$ cat config.mk
export PLATFORM = sky130hd
export DESIGN_NAME = iomem_arbiter
export DESIGN_NICKNAME = d
export VERILOG_FILES = /design/src/rtl/iomem_pkg.sv /design/src/rtl/iomem_arb_watchdog.sv /design/src/rtl/iomem_arbiter.sv
export SDC_FILE = /design/constraint.sdc
export NUM_CORES = 1
export LEC_CHECK = 0
export BUFFER_PORTS_ARGS = -buffer_cell sky130_fd_sc_hd__buf_2
export CAP_MARGIN = 20
export CORE_AREA = 2 2 120 122
export DETAILED_ROUTE_END_ITERATION = 16
export DIE_AREA = 0 0 122 124
export SYNTH_ARGS = -nofsm -noshare
export SYNTH_HDL_FRONTEND = slang
export SYNTH_SLANG_ARGS = --single-unit
$ cat constraint.sdc
create_clock -name clk -period 1.6 [get_ports clk]
set_input_delay 0.32 -clock clk [delete_from_list [all_inputs] [get_ports clk]]
set_output_delay 0.32 -clock clk [all_outputs]
set_load 0.02 [all_outputs]
$ cat src/rtl/iomem_pkg.sv
// Shared definitions for the PicoSoC iomem bus: arbiter states, bus widths and
// the peripheral address map used by both the decode logic and the DMA engine.
package iomem_pkg;

    typedef enum logic {
        ARB_IDLE = 1'b0,
        ARB_BUSY = 1'b1
    } arb_state_t;

    localparam int IOMEM_ADDR_W = 32;
    localparam int IOMEM_DATA_W = 32;

    // Peripheral regions are selected by the top address byte.
    localparam logic [7:0] IOMEM_GPIO   = 8'h03;
    localparam logic [7:0] IOMEM_AUDIO  = 8'h04;
    localparam logic [7:0] IOMEM_VIDEO  = 8'h05;
    localparam logic [7:0] IOMEM_SDCARD = 8'h06;
    localparam logic [7:0] IOMEM_I2C    = 8'h07;

    function automatic logic [7:0] iomem_region(input logic [IOMEM_ADDR_W-1:0] addr);
        return addr[IOMEM_ADDR_W-1 -: 8];
    endfunction

endpackage

$ cat src/rtl/iomem_arb_watchdog.sv
// Transaction watchdog for iomem_arbiter: counts unacknowledged BUSY cycles,
// forces completion at the limit and keeps a sticky error flag.
module iomem_arb_watchdog #(
    parameter int TIMEOUT_CYCLES = 1024
) (
    input  logic clk,
    input  logic reset,
    input  logic active,
    input  logic s_ready,
    input  logic err_clr,
    output logic timeout,
    output logic timeout_err
);

    localparam logic [15:0] LIMIT = 16'(TIMEOUT_CYCLES - 1);

    logic [15:0] cnt_q;
    logic        err_q;

    assign timeout     = active && !s_ready && (cnt_q == LIMIT);
    assign timeout_err = err_q;

    // Counter is held at zero outside a live transaction, so every grant starts fresh.
    always_ff @(posedge clk) begin
        if (reset) begin
            cnt_q <= '0;
            err_q <= 1'b0;
        end else begin
            if (!active) begin
                cnt_q <= '0;
            end else if (!s_ready) begin
                cnt_q <= cnt_q + 16'd1;
            end
            if (timeout) begin
                err_q <= 1'b1;
            end else if (err_clr) begin
                err_q <= 1'b0;
            end
        end
    end

endmodule

$ cat src/rtl/iomem_arbiter.sv
// Two-master round-robin arbiter for the PicoSoC iomem bus (CPU = master 0, DMA = master 1).
// Define IOMEM_ARB_TIMEOUT_EN to add the watchdog that completes stuck transactions.
module iomem_arbiter
    import iomem_pkg::*;
#(
    parameter int                 ADDR_W         = IOMEM_ADDR_W,
    parameter int                 DATA_W         = IOMEM_DATA_W,
    parameter int                 TIMEOUT_CYCLES = 1024,
    parameter logic [DATA_W-1:0]  TIMEOUT_RDATA  = 32'hDEAD_BEEF
) (
    input  logic                clk,
    input  logic                reset,
    input  logic                m0_valid,
    output logic                m0_ready,
    input  logic [DATA_W/8-1:0] m0_wstrb,
    input  logic [ADDR_W-1:0]   m0_addr,
    input  logic [DATA_W-1:0]   m0_wdata,
    output logic [DATA_W-1:0]   m0_rdata,
    input  logic                m1_valid,
    output logic                m1_ready,
    input  logic [DATA_W/8-1:0] m1_wstrb,
    input  logic [ADDR_W-1:0]   m1_addr,
    input  logic [DATA_W-1:0]   m1_wdata,
    output logic [DATA_W-1:0]   m1_rdata,
    output logic                s_valid,
    input  logic                s_ready,
    output logic [DATA_W/8-1:0] s_wstrb,
    output logic [ADDR_W-1:0]   s_addr,
    output logic [DATA_W-1:0]   s_wdata,
    input  logic [DATA_W-1:0]   s_rdata,
    output logic                owner,
    output logic                timeout_err,
    input  logic                err_clr
);

    arb_state_t        state_q, state_d;
    logic              owner_q, owner_d;
    logic              last_q, last_d;
    logic              own_valid;
    logic              done;
    logic              timeout;
    logic [DATA_W-1:0] resp;

    assign own_valid = owner_q ? m1_valid : m0_valid;
    assign owner     = owner_q;

`ifdef IOMEM_ARB_TIMEOUT_EN
    iomem_arb_watchdog #(
        .TIMEOUT_CYCLES(TIMEOUT_CYCLES)
    ) u_watchdog (
        .clk        (clk),
        .reset      (reset),
        .active     ((state_q == ARB_BUSY) && !reset && own_valid),
        .s_ready    (s_ready),
        .err_clr    (err_clr),
        .timeout    (timeout),
        .timeout_err(timeout_err)
    );
`else
    logic        unused_err_clr;
    logic [15:0] unused_limit;
    assign unused_err_clr = err_clr;
    assign unused_limit   = 16'(TIMEOUT_CYCLES);
    assign timeout        = 1'b0;
    assign timeout_err    = 1'b0;
`endif

    always_ff @(posedge clk) begin
        if (reset) begin
            state_q <= ARB_IDLE;
            owner_q <= 1'b0;
            last_q  <= 1'b1;
        end else begin
            state_q <= state_d;
            owner_q <= owner_d;
            last_q  <= last_d;
        end
    end

    // Outputs are suppressed while reset is high so an in-flight transaction never pulses ready.
    always_comb begin
        state_d = state_q;
        owner_d = owner_q;
        last_d  = last_q;
        s_valid = 1'b0;
        s_wstrb = '0;
        s_addr  = '0;
        s_wdata = '0;
        done    = 1'b0;
        resp    = '0;
        case (state_q)
            ARB_IDLE: begin
                if (m0_valid || m1_valid) begin
                    owner_d = (m0_valid && m1_valid) ? ~last_q : m1_valid;
                    state_d = ARB_BUSY;
                end
            end
            ARB_BUSY: begin
                if (!reset) begin
                    s_wstrb = owner_q ? m1_wstrb : m0_wstrb;
                    s_addr  = owner_q ? m1_addr  : m0_addr;
                    s_wdata = owner_q ? m1_wdata : m0_wdata;
                    if (!own_valid) begin
                        state_d = ARB_IDLE;
                    end else if (s_ready) begin
                        s_valid = 1'b1;
                        done    = 1'b1;
                        resp    = s_rdata;
                        last_d  = owner_q;
                        state_d = ARB_IDLE;
                    end else if (timeout) begin
                        done    = 1'b1;
                        resp    = TIMEOUT_RDATA;
                        last_d  = owner_q;
                        state_d = ARB_IDLE;
                    end else begin
                        s_valid = 1'b1;
                    end
                end
            end
            default: state_d = ARB_IDLE;
        endcase
        m0_ready = done && !owner_q;
        m1_ready = done && owner_q;
        m0_rdata = m0_ready ? resp : '0;
        m1_rdata = m1_ready ? resp : '0;
    end

endmodule
# ---- Yosys cells after proc, flatten, opt, wreduce, memory -nomap -nowiden
# Index checks and enable logic that the tools add are counted.
dict set report op_classes {
  muxes 28
  n_bitwise 2
  reduce_logical 7
}
# op count
set op_table {}
lappend op_table {{32-bit two-way mux} 12}
lappend op_table {{1-bit two-way mux} 12}
lappend op_table {{4-bit two-way mux} 3}
lappend op_table {{1-bit logical AND} 3}
lappend op_table {{3-bit AND reduction} 1}
lappend op_table {{1-bit NOT} 2}
lappend op_table {{1-bit one-hot mux with 2 select lines} 1}
lappend op_table {{2-bit AND reduction} 1}
lappend op_table {{1-bit logical NOT} 1}
lappend op_table {{1-bit logical OR} 1}
dict set report totals {
  reg_bits 3
  inputBits 174
  elab_cells 40
}

# ---- Longest topological paths before layout
# Gate-level depths: netlist of run 1.
dict set report depth {
  word_depth 6
  depth_mapped 5
  ltp_nobuf 3
}

# ---- Worst setup path before layout of run 1
# No wires, ideal clock.
dict set report synth_timing {
  path_kind {reg2out}
  from {register owner_q (netlist: owner)}
  to {output port m1_rdata[22]}
  arrival_time_ps 1434
  slack_ps -154
  stages_incl_launch_ff 6
  cell_sequence {dfxtp_1 -> buf_2 -> nand2_1 -> nor3_2 -> buf_2 -> and2_1}
}
dict set report synth_between {
  elab_chain_len 6
  word_cells_on_any_way 9
}
# element line_no
set synth_lines {}
lappend synth_lines {{start, declared} iomem_arbiter.sv:37} ;# logic owner_q, owner_d;
lappend synth_lines {{start signal, assigned} iomem_arbiter.sv:75} ;# owner_q <= owner_d;
lappend synth_lines {{1-bit two-way mux} iomem_arbiter.sv:44} ;# assign own_valid = owner_q ? m1_valid : m0_valid;
lappend synth_lines {{1-bit two-way mux} iomem_arbiter.sv:103} ;# if (!own_valid) begin
lappend synth_lines {{1-bit two-way mux} iomem_arbiter.sv:99} ;# if (!reset) begin
lappend synth_lines {{1-bit two-way mux} iomem_arbiter.sv:91} ;# case (state_q)
lappend synth_lines {{1-bit logical AND (*)} iomem_arbiter.sv:124} ;# m1_ready = done && owner_q;
lappend synth_lines {{net m1_ready} iomem_arbiter.sv:20} ;# output logic m1_ready,
lappend synth_lines {{32-bit two-way mux (*)} iomem_arbiter.sv:126} ;# m1_rdata = m1_ready ? resp : '0;
lappend synth_lines {{end, declared} iomem_arbiter.sv:24} ;# output logic [DATA_W-1:0] m1_rdata,
# The timed path passes the listed nets; every way through them passes the cells marked *.

# ---- Worst setup path in the final report of run 1
dict set report layout_timing {
  from {register owner_q (netlist: owner)}
  to {output port s_wdata[16]}
}
dict set report layout_between {
  elab_chain_len 3
}
# element line_no
set layout_lines {}
lappend layout_lines {{32-bit two-way mux} iomem_arbiter.sv:102} ;# s_wdata = owner_q ? m1_wdata : m0_wdata;
lappend layout_lines {{32-bit two-way mux} iomem_arbiter.sv:99}
lappend layout_lines {{32-bit two-way mux} iomem_arbiter.sv:91}
lappend layout_lines {{end, declared} iomem_arbiter.sv:29} ;# output logic [DATA_W-1:0] s_wdata,
# Every way passes these cells.

==> impl.org, run 1 <==
** Status
- Result of the run :: finished with violations
- Violations in the final reports :: setup timing

** Global routing
- The initial antenna violation count was 1.
- For this run the aggregate overflow at the end of global routing stands at 0.
- Entering global routing, the biggest net connects 34 pins.
- In the global route stage, overall resource usage came out at 0.104.
- The number of global-route vias before repair came to 2537.
- Wire length of the first global-routing pass :: 12400 µm

** Layout
- Layout net count :: 748
- Of the cells placed in the final design, the portion with a size suffix greater than 1 is 0.742.
- Non-filler instance count after layout :: 753
- Number of inserted diodes :: 0
- Synthesis-to-finish area growth :: 186%
- Area of all placed cells without fillers :: 4690 µm²

** Floorplan
- Initial standard-cell utilization of the core :: 0.120
- Die Height :: 124 µm
- Std cell rows :: 43
- Core area :: 13700 µm²
- Number of placed I/O pins :: 311
- The floorplan step defined a die boundary enclosing 15100 µm².
- The die is 122 µm wide.

** Clock tree
- Number of clock sinks seen by CTS :: 3
- Clock Root Buffer :: clkbuf_16
- Clock insertion delay at the later pin of the skew report :: 220 ps
- After clock tree synthesis, the clock-pin slew on the worst setup and hold paths is 30 ps.
- CTS built an H-tree with a depth of 1.
- Clk buf depth :: 2
- TritonCTS created 3 clock buffers.
- TritonCTS built the clock tree.

** Route
- Pre-antenna DRT Iters :: 4
- Summed over all layers, the routed wires come to 10800 µm.
- In this run the remaining antenna-violating nets after routing total 0.
- After the first detailed-routing iteration, the DRC count stood at 49.
- In the routed design, unresolved DRC markers number 0.
- Via count :: 2937
- Vias/cell :: 3.90
- After detailed routing, the average wire length per cell comes to 14.3 µm.

** Logic synthesis
- Counting flops with a built-in enable in the synthesized netlist gives 0.
- Total nets after synthesis :: 419
- Averaged over all synthesized cells, the footprint is 6.70 µm².
- Total number of yosys warnings :: 0
- Synth area leader :: mux2i_1
- Most frequent cell after synthesis :: nor2_1
- By count the netlist is led by 71 x nor2_1, 69 x mux2i_1, 64 x and2_1.
- Yosys mapped the design onto 17 distinct sky130hd cell types.
- Synthesis produced 245 cells.
- Async S/R FF share, synth :: 0
- Ranked by total cell area, the synthesized netlist is headed by mux2i_1 42%, and2_1 24%, nor2_1 16%.
- Netlist area before placement :: 1640 µm²
- In the synthesized netlist the dominant register cell turns out to be dfxtp_1.
- Fraction of the yosys area taken by sequential cells :: 0.0366
- FF+latch count, synth :: 3
- Share of the synthesized area in the top cell type :: 0.421

** Setup path
- Crit Path Category :: flip-flop to output pin
- For the worst setup path, the data arrival time is 1440 ps.
- Worst setup EP type :: output pin
- For the worst setup path, the data required time is 1280 ps.
- Kind of start point of the critical path :: flip-flop
- CP max FO :: 16

** Placed design
- The HPWL after detailed placement is 7160 µm.
- Input and output buffers added on the ports amount to 308.
- Weighted congestion at the end of routability-driven global placement :: 0.725
- # placed instances :: 726
- Post-detailed-placement cell area :: 3560 µm²

** Timing
- Setup TNS Final :: -12030 ps
- Number of setup violations in the final report :: 131
- Max-slew violation count :: 0
- Upper clock frequency limit :: 0.569 GHz
- The number of hold-slack violations in the final timing report is 0.
- On the final layout, the worst clock skew is 0.300 ps.
- Setup repair after global routing missed its margin :: true
- Setup slack on the critical path of the routed design comes to -159 ps.
- Fraction of the cycle the final worst path needs :: 1.10
- The tightest hold path in the finished design has a slack of 390 ps.
- Minimum clock period :: 1760 ps

** Worst hold path
- The path class of the tightest hold or removal check is input port to flip-flop.

** Power
- Power spread over the standard cell area amounts to 332 nW/µm².
- Worst vdd rail ir drop :: 0.000252 V
- Leakage :: 2.43 nW

** Flow run
- Across the run, the number of max-cap violations was 0.
## final cells by class
| class | count | area, µm² |
|---|---|---|
| clock buffers | 4 | 78.8 |
| fillers | 1401 | 9030 |
| inverters | 1 | 3.75 |
| multi-input cells | 218 | 1700 |
| flip-flops and latches | 3 | 65.1 |
| well taps | 180 | 225 |
| repair buffers | 347 | 2620 |
## registers in the layout, indices dropped and copies added (netlist names)
signal,count
last_q,1
owner,1
state_q,1
## routing by layer
layer	GRT usage	wire length, µm	vias up
met5	0	16	-
met4	0.0158	27	2
met3	0.0197	914	6
met2	0.215	5890	170
met1	0.108	3910	1307
li1	-	-	1452
## power by group
part | switching, mW | internal [mW]
registers | 0.00758 | 0.0808
logic | 0.499 | 0.574
clock network | 0.0676 | 0.329
## what timing repair did
action,4_1_cts,5_1_grt
gates resized for setup,99,114
endpoints found under the setup margin,129,135
hold buffers,0,0
pin swaps,0,4
setup buffers,3,11
gates cloned,3,8
## critical path, stage by stage (launching register included)
cell and delay [ps]:
dfxtp_4 390, buf_4 190, clkbuf_16 210, mux2i_1 190
nor2_1 60, buf_2 150
## layout by cell type, fill, tap and decap left out, types with 2 or more instances in the layout
cell / count
buf_2: 215
buf_6: 66
mux2i_1: 57
nor2_1: 53
buf_4: 45
and2_2: 38
and2_1: 26
nor2_2: 12
buf_12: 10
clkbuf_16: 9
mux2i_2: 6
mux2i_4: 6
nor2_4: 6
buf_16: 3
o21ai_0: 2
a21oi_1: 2
buf_8: 2
## through the flow
stage	setup WS (ps)	util	total power, mW
2_1_floorplan	11.8	-	0.491
3_3_place_gp	-17.0	0.259	0.873
3_5_place_dp	-23.5	0.259	0.878
4_1_cts	-149	0.294	1.35
5_1_grt	-210	0.342	1.65
6_report	-159	0.342	1.56
## path summary, 6_finish.rpt
kind	start	end	slack [ps]	depth (start not counted)
worst max-delay path	owner	s_wdata[16]	-160	5
worst min-delay path	reset	state_q	390	2
worst max register to register	owner	last_q	380	5
worst min register to register	last_q	last_q	550	2
## logic make-up after synthesis
group,synth area share
AND/OR/NAND/NOR,0.441
other,0.00229
AO/OA/AOI/OAI,0.0221
flip-flops,0.0366
multiplexers,0.421
buffers and inverters,0.0770
(Power assumes the default switching activity.)
==> run 2, diff against run 1 <==
Settings changed: CORE_AREA 2 2 120 122 to 8 8 113 115, DIE_AREA 0 0 122 124 to 0 0 121 123, SYNTH_HIERARCHICAL set to 1.
==> impl.org, run 2 <==
** Logic synthesis
- Area share of and/or/nand/nor cells after synthesis :: 0.441 (unchanged)
- Adder-cell area share of the yosys netlist :: 0 (unchanged)
- The count of flip-flops with a built-in enable after synthesis was 0 (unchanged).
- Mean post-synth cell area :: 6.70 µm² (unchanged)
- Mux share of post-synthesis cell area :: 0.421 (unchanged)
- The synthesized cell area was 1640 µm² (unchanged).
- Post-Synthesis Cells :: 245 (unchanged)
- The number of warnings reported in the yosys synthesis log is 6 (was 0).
- Commonest cells post-synth: 71 x nor2_1, 69 x mux2i_1, 64 x and2_1 (unchanged).
- Most frequent cell after synthesis :: nor2_1 (unchanged)
- Number of distinct standard cells referenced by the synthesized netlist :: 17 (unchanged)
- The proportion of netlist area held by the largest area contributor came to 0.421 (unchanged).
- The post-synthesis register bit count came to 3 (unchanged).
- Total nets after synthesis :: 419 (unchanged)
- Main area contributors after synthesis :: mux2i_1 42%, and2_1 24%, nor2_1 16% (unchanged)
- The synthesized-area fraction occupied by ao, oa, aoi and oai cells was 0.0221 (unchanged).
- The largest family of logic cells by synthesized area is simple AND/OR/NAND/NOR gates (unchanged).
- Fraction of the yosys area taken by sequential cells :: 0.0366 (unchanged)
- The fraction of registers with async set/reset was 0 (unchanged).
- Synth Area in XOR/XNOR :: 0 (unchanged)
- Top flip-flop cell by instance count after synthesis :: dfxtp_1 (unchanged)
- The top cell type by total area after synthesis was mux2i_1 (unchanged).

** Power
- The maximum vdd drop is 0.000268 V (was 0.000252 V).
- Leakage :: 2.35 nW (was 2.43 nW)
- Total power divided by cell area :: 321 nW/µm² (was 332 nW/µm²)
- Switching portion of total power :: 0.372 (was 0.369)
- Clock power share :: 0.285 (was 0.255)
- Net load switching power :: 0.517 mW (was 0.574 mW)
- The internal power was 0.873 mW (was 0.983 mW).
- Share of power burned in combinational logic :: 0.650 (was 0.689)
- Flop pwr share :: 0.064 (was 0.057)
- The total design power came to 1.39 mW (was 1.56 mW).

** Floorplan
- The die extent in x came to 121 µm (was 122 µm).
- The number of placed I/O pins came to 311 (unchanged).
- Core area :: 11100 µm² (was 13700 µm²)
- The number of core rows came to 39 (was 43).
- Die area :: 14900 µm² (was 15100 µm²)
- The die height came to 123 µm (was 124 µm).
- The initial core utilization came to 0.148 (was 0.120).

** Placed design
- The count of buffers from port buffering was 308 (unchanged).
- Half-perimeter wire length after placement :: 8490 µm (was 7160 µm)
- Weighted congestion at the end of routability-driven global placement :: 0.795 (was 0.725)
- Post-placement setup slack :: -14.8 ps (was -23.5 ps)

** Layout
- The layout overhead on the synthesized area was 164% (was 186%).
- The share of layout cells above drive strength 1 is 0.709 (was 0.742).
- Most frequent cells in the layout: 235 x buf_2, 70 x nor2_1, 70 x buf_6 (was 215 x buf_2, 66 x buf_6, 57 x mux2i_1).
- The count of antenna diodes in the layout came to 0 (unchanged).
- The final net count came to 738 (was 748).
- Flip-flop and latch area :: 65.1 µm² (unchanged)
- Leading cell type in the layout, fill and taps excluded :: buf_2 (unchanged)
- Number of filler cells placed in the layout :: 1117 (was 1401)
- Multi-input combinational cell area :: 1600 µm² (was 1700 µm²)

** Clock tree
- Number of clock sinks seen by CTS :: 3 (unchanged)
- Clock Root Buffer :: clkbuf_16 (unchanged)
- H-tree lvl count :: 1 (unchanged)
- Clock-pin slew on the worst setup and hold paths :: 30 ps (about the same)
- Number of CTS-inserted buffers :: 3 (unchanged)
- Clock insertion delay at the later pin of the skew report :: 220 ps (about the same)
- CTS tree :: built (unchanged)
- The deepest clock path buffer count came to 2 (unchanged).

** Route
- Via count :: 2858 (was 2937)
- Pre-antenna DRT Iters :: 7 (was 4)
- Initial drt markers :: 65 (was 49)
- The mean number of vias per cell came to 4.05 (was 3.90).
- The average detailed-routed wire length per instance was 15.7 µm (was 14.3 µm).
- Antenna Nets Post-Route :: 0 (unchanged)
- The number of DRC violations after detailed routing came to 0 (unchanged).
- Total routed wirelength :: 11100 µm (was 10800 µm)

** Timing
- Setup repair after global routing missed its margin: true (unchanged).
- Setup TNS Final :: -10950 ps (was -12030 ps)
- The worst clock skew was 1.04 ps (was 0.300 ps).
- Minimum clock period :: 1740 ps (was 1760 ps)
- Max-slew violation count :: 0 (unchanged)
- The number of hold-slack violations in the final timing report came to 0 (unchanged).
- Number of setup violations in the final report :: 134 (was 131)
- The fraction of the cycle the final worst path needs came to 1.08 (was 1.10).
- The maximum operating frequency is 0.576 GHz (was 0.569 GHz).
- Post-route setup slack :: -135 ps (was -159 ps)

** Setup path
- Critical path data arrival time :: 1420 ps (was 1440 ps)
- Worst setup EP type :: output pin (unchanged)
- The maximum net fanout on the critical path is 33 (was 16).
- The startpoint class of the critical path is a flip-flop (unchanged).
- The worst setup path category is flip-flop to output pin (unchanged).
- Required time worst endpoint :: 1280 ps (about the same)

** Global routing
- The total routing resource utilization after global routing was 0.122 (was 0.104).
- GRT met1 Usage :: 0.122 (was 0.108)
- The met2 demand-to-capacity share in global routing came to 0.237 (was 0.215).
- The global routing usage on met3 was 0.0466 (was 0.0197).
- The number of global-route vias before repair is 2919 (was 2537).
- Initial antenna violation count :: 0 (was 1)
- The total congestion overflow is 0 (unchanged).
- The maximum number of pins on one net before global-route repair is 34 (unchanged).
- The first-pass GRT wire length came to 14900 µm (was 12400 µm).
- Peak-usage layer in the global routing report :: met2 (unchanged)

** Status
- Result of the run: finished with violations (unchanged).
- Violations in the final reports: setup timing (unchanged).

** Worst hold path
- The type of the worst min-delay path was input port to flip-flop (unchanged).

** Flow run
- The total of max-cap violations was 0 (unchanged).
run 2: logic make-up (layout without fill, tap and decap cells):
logic type             Yosys count  after routing
multiplexers                    69             69
AND/OR/NAND/NOR                142            142
other                            1              1
flip-flops                       3              3
buffers and inverters           24            342
AO/OA/AOI/OAI                    6              6
run 2: metrics by stage:
step | hold WS, ps | area [µm²] | util | instances
2_1_floorplan | 382 | 1700 | - | 245
3_3_place_gp | 513 | 3520 | 0.318 | 690
3_5_place_dp | 508 | 3520 | 0.318 | 690
4_1_cts | 402 | 4230 | 0.382 | 704
5_1_grt | 423 | 4330 | 0.390 | 706
6_report | 411 | 4330 | 0.390 | 706
run 2: power groups by stage:
stage               clock network [mW]  logic, mW  registers (mW)
floorplan                            0      0.404          0.0873
global placement                     0      0.795          0.0887
detailed placement                   0      0.799          0.0888
CTS                              0.404      0.876          0.0891
global route                     0.413      0.969          0.0900
finish                           0.397      0.904          0.0892
run 2: critical path, cell delays in order (launching register included):
cell     delay, ps
dfxtp_4        370
nor4_4         320
buf_12         200
and2_1         170
buf_6          130
run 2: cell type report:
type                       instances  area share
sequential                         3      0.0150
inverter                           1    0.000868
clock buffer                       4      0.0182
multi-input combinational        218       0.370
timing repair buffer             337       0.555
tap                              143      0.0414
run 2: routing by layer:
layer  part of all wire  wire (µm)
met3               0.12       1330
met4             0.0031         34
met1               0.36       3930
met2               0.52       5760
met5                  0          0
run 2: final timing paths:
kind | startpoint | to | slack, ps | cells after the start
worst min register to register | last_q | last_q | 520 | 2
worst min-delay path | m1_valid | owner | 410 | 3
worst max-delay path | owner | m0_rdata[1] | -140 | 4
worst max register to register | owner | state_q | 450 | 4
run 2: repair_timing:
item | 4_1_cts | 5_1_grt
setup endpoints to repair | 116 | 135
resized for setup | 164 | 22
cloned | 4 | 2
buffers inserted | 6 | 1
hold buffers | 0 | 0
endpoints found under the hold margin | 0 | 0
pin swaps | 8 | 8
==> run 3, diff against run 2 <==
Settings changed: BUFFER_PORTS_ARGS -buffer_cell sky130_fd_sc_hd__buf_2 to unset, CORE_AREA 8 8 113 115 to 4 4 119 121, DIE_AREA 0 0 121 123 to 0 0 123 125, DONT_BUFFER_PORTS set to 1.
==> impl.org, run 3 (synthesized netlist as in run 2, its figures left out) <==
** Status
- Result of the run: finished with violations (unchanged).
- Violations in the final reports: setup timing (unchanged).

** Timing
- Worst clock skew on the final layout :: 0.651 ps (was 1.04 ps)
- The minimum setup slack in the final design was -118 ps (was -135 ps).
- The worst-case hold slack is 157 ps (was 411 ps).
- The final critical-path required period came to 1720 ps (was 1740 ps).
- Fraction of the cycle the final worst path needs :: 1.07 (was 1.08)
- Setup repair after global routing missed its margin: true (unchanged).
- The number of hold-slack violations in the final timing report was 0 (unchanged).
- Upper clock frequency limit :: 0.582 GHz (was 0.576 GHz)
- The count of pins over their slew limit came to 0 (unchanged).
- The number of setup violations in the final report is 131 (was 134).

** Worst hold path
- Path category of the worst min-delay check :: input port to flip-flop (unchanged)
- The depth of the worst hold-timing path is 1 (was 3).

** Clock tree
- The CTS H-tree depth was 1 (unchanged).
- The clock slew seen by the registers of the worst setup and hold paths was 30 ps (about the same).
- The clock latency at the later pin of the worst-skew pair was 220 ps (about the same).
- Clk buf depth :: 2 (unchanged)
- Number of CTS-inserted buffers :: 3 (unchanged)
- The total of hold buffers inserted after clock tree synthesis is 0 (unchanged).
- Number of clock sinks seen by CTS :: 3 (unchanged)
- Clock Root Buffer :: clkbuf_16 (unchanged)
- CTS tree :: built (unchanged)

** Layout
- The layout overhead on the synthesized area came to 76.6% (was 164%).
- Share of final-layout standard cells stronger than drive strength 1 :: 0.538 (was 0.709)
- Leading cell type in the layout, fill and taps excluded :: buf_4 (was buf_2)
- Layout net count :: 500 (was 738)
- The final cell utilization of the core came to 0.221 (was 0.390).
- The count of fill cells added during filler insertion came to 1433 (was 1117).
- The final cell count without fillers is 501 (was 706).
- The count of antenna diodes in the layout is 0 (unchanged).
- Most frequent cells in the layout :: 85 x buf_4, 71 x nor2_1, 67 x mux2i_1 (was 235 x buf_2, 70 x nor2_1, 70 x buf_6)

** Global routing
- The maximum number of pins on one net before global-route repair came to 34 (unchanged).
- Gr ovfl total :: 0 (unchanged)
- The initial antenna violation count came to 0 (unchanged).
- Vias in the first global route :: 2017 (was 2919)
- The total routing resource utilization after global routing was 0.0980 (was 0.122).
- The first-pass GRT wire length came to 11200 µm (was 14900 µm).

** Setup path
- Family with the most delay on the worst path :: simple AND/OR/NAND/NOR gates (unchanged)
- The critical path endpoint category was an output pin (unchanged).
- Largest stage delay on the critical path :: 400 ps (was 370 ps)
- The number of cells on the critical path was 3 (was 4).
- List of cells traversed by the critical path :: nor4_4, buf_12, and2_2 (was nor4_4, buf_12, and2_1, buf_6)
- The slowest cell on the critical path is dfxtp_4 (unchanged).
- Buf+Inv Stages, Crit Path :: 1 (was 2)
- Required time worst endpoint :: 1280 ps (about the same)
- The data arrival at the endpoint of the critical path came to 1400 ps (was 1420 ps).
- The startpoint class of the critical path is a flip-flop (unchanged).
- The worst setup path category is flip-flop to output pin (unchanged).
- CP max FO :: 33 (unchanged)
- Worst reg-to-reg path cell count :: 4 (unchanged)

** Floorplan
- The number of core rows is 42 (was 39).
- Horiz. Die Dim :: 123 µm (was 121 µm)
- Die area :: 15400 µm² (was 14900 µm²)
- The die height came to 125 µm (was 123 µm).
- The area of the core region was 13100 µm² (was 11100 µm²).
- The initial core utilization was 0.125 (was 0.148).
- Number of placed I/O pins :: 311 (unchanged)

** Power
- The total power per unit cell area came to 394 nW/µm² (was 321 nW/µm²).
- Worst vdd rail ir drop :: 0.000257 V (was 0.000268 V)
- Leakage :: 1.27 nW (was 2.35 nW)
- Overall power of the completed layout :: 1.14 mW (was 1.39 mW)

** Route
- The length of routed wiring on met1 came to 3060 µm (was 3930 µm).
- The highest layer used for signal routing is met4 (unchanged).
- The detailed-routed wire length on met3 was 1010 µm (was 1330 µm).
- Antenna Nets Post-Route :: 0 (unchanged)
- Pre-antenna DRT Iters :: 4 (was 7)
- The routed length on met2 was 4570 µm (was 5760 µm).
- Initial drt markers :: 52 (was 65)
- Total routed wirelength :: 8730 µm (was 11100 µm)
- The average detailed-routed wire length per instance was 17.4 µm (was 15.7 µm).
- Via count :: 2037 (was 2858)
- Vias/cell :: 4.07 (was 4.05)
- The number of DRC violations after detailed routing came to 0 (unchanged).

** Placed design
- The count of buffers from port buffering is 0 (was 308).
- Post-placement setup slack :: 45.0 ps (was -14.8 ps)
- # placed instances :: 489 (was 690)
- Weighted congestion at the end of routability-driven global placement :: 0.755 (was 0.795)
- The detailed-placement wirelength estimate is 7100 µm (was 8490 µm).

** Flow run
- The total of max-cap violations came to 0 (unchanged).
-- run 3: where the power goes --
group,total [mW],internal (mW),switching [mW]
sequential,0.0936,0.0804,0.0132
combinational,0.651,0.315,0.336
clock,0.395,0.329,0.0667
total,1.14,0.724,0.416
-- run 3: per-stage QoR --
| stage | instance area (µm²) | setup TNS, ps |
|---|---|---|
| 6_report | 2900 | -8070 |
| 3_5_place_dp | 2540 | 0 |
| 2_1_floorplan | 1700 | 0 |
| 3_3_place_gp | 2540 | 0 |
| 5_1_grt | 2900 | -17290 |
| 4_1_cts | 2890 | -9490 |
-- run 3: final cells by class --
class	count	area (µm²)	share of cell area
multi-input cells	218	1610	0.556
inverters	1	3.75	0.00130
repair buffers	99	915	0.316
clock buffers	4	78.8	0.0272
flip-flops and latches	3	67.6	0.0233
well taps	176	220	0.0760
-- run 3: worst reg2reg max path: stages (launching register included) --
cell	delay, ps
dfxtp_4	460
buf_16	220
mux2i_1	260
o22a_1	160
nor2_1	30
-- run 3: worst paths after layout --
path	start	slack, ps	endpoint
hold reg to reg	last_q	540	last_q
setup reg to reg	owner	360	state_q
hold / removal	reset	160	owner
setup / recovery	owner	-120	m0_rdata[18]
-- run 3: per-layer routing --
layer	up-vias	global-route usage
met2	176	0.194
met5	-	0
met1	902	0.102
met4	0	0.0254
met3	5	0.0208
li1	954	-
-- run 3: what timing repair did --
action / 4_1_cts / 5_1_grt
cloned: 4 / 1
gates resized for setup: 70 / 12
pin swaps: 0 / 8
buffers inserted: 4 / 1
setup endpoints to repair: 133 / 135
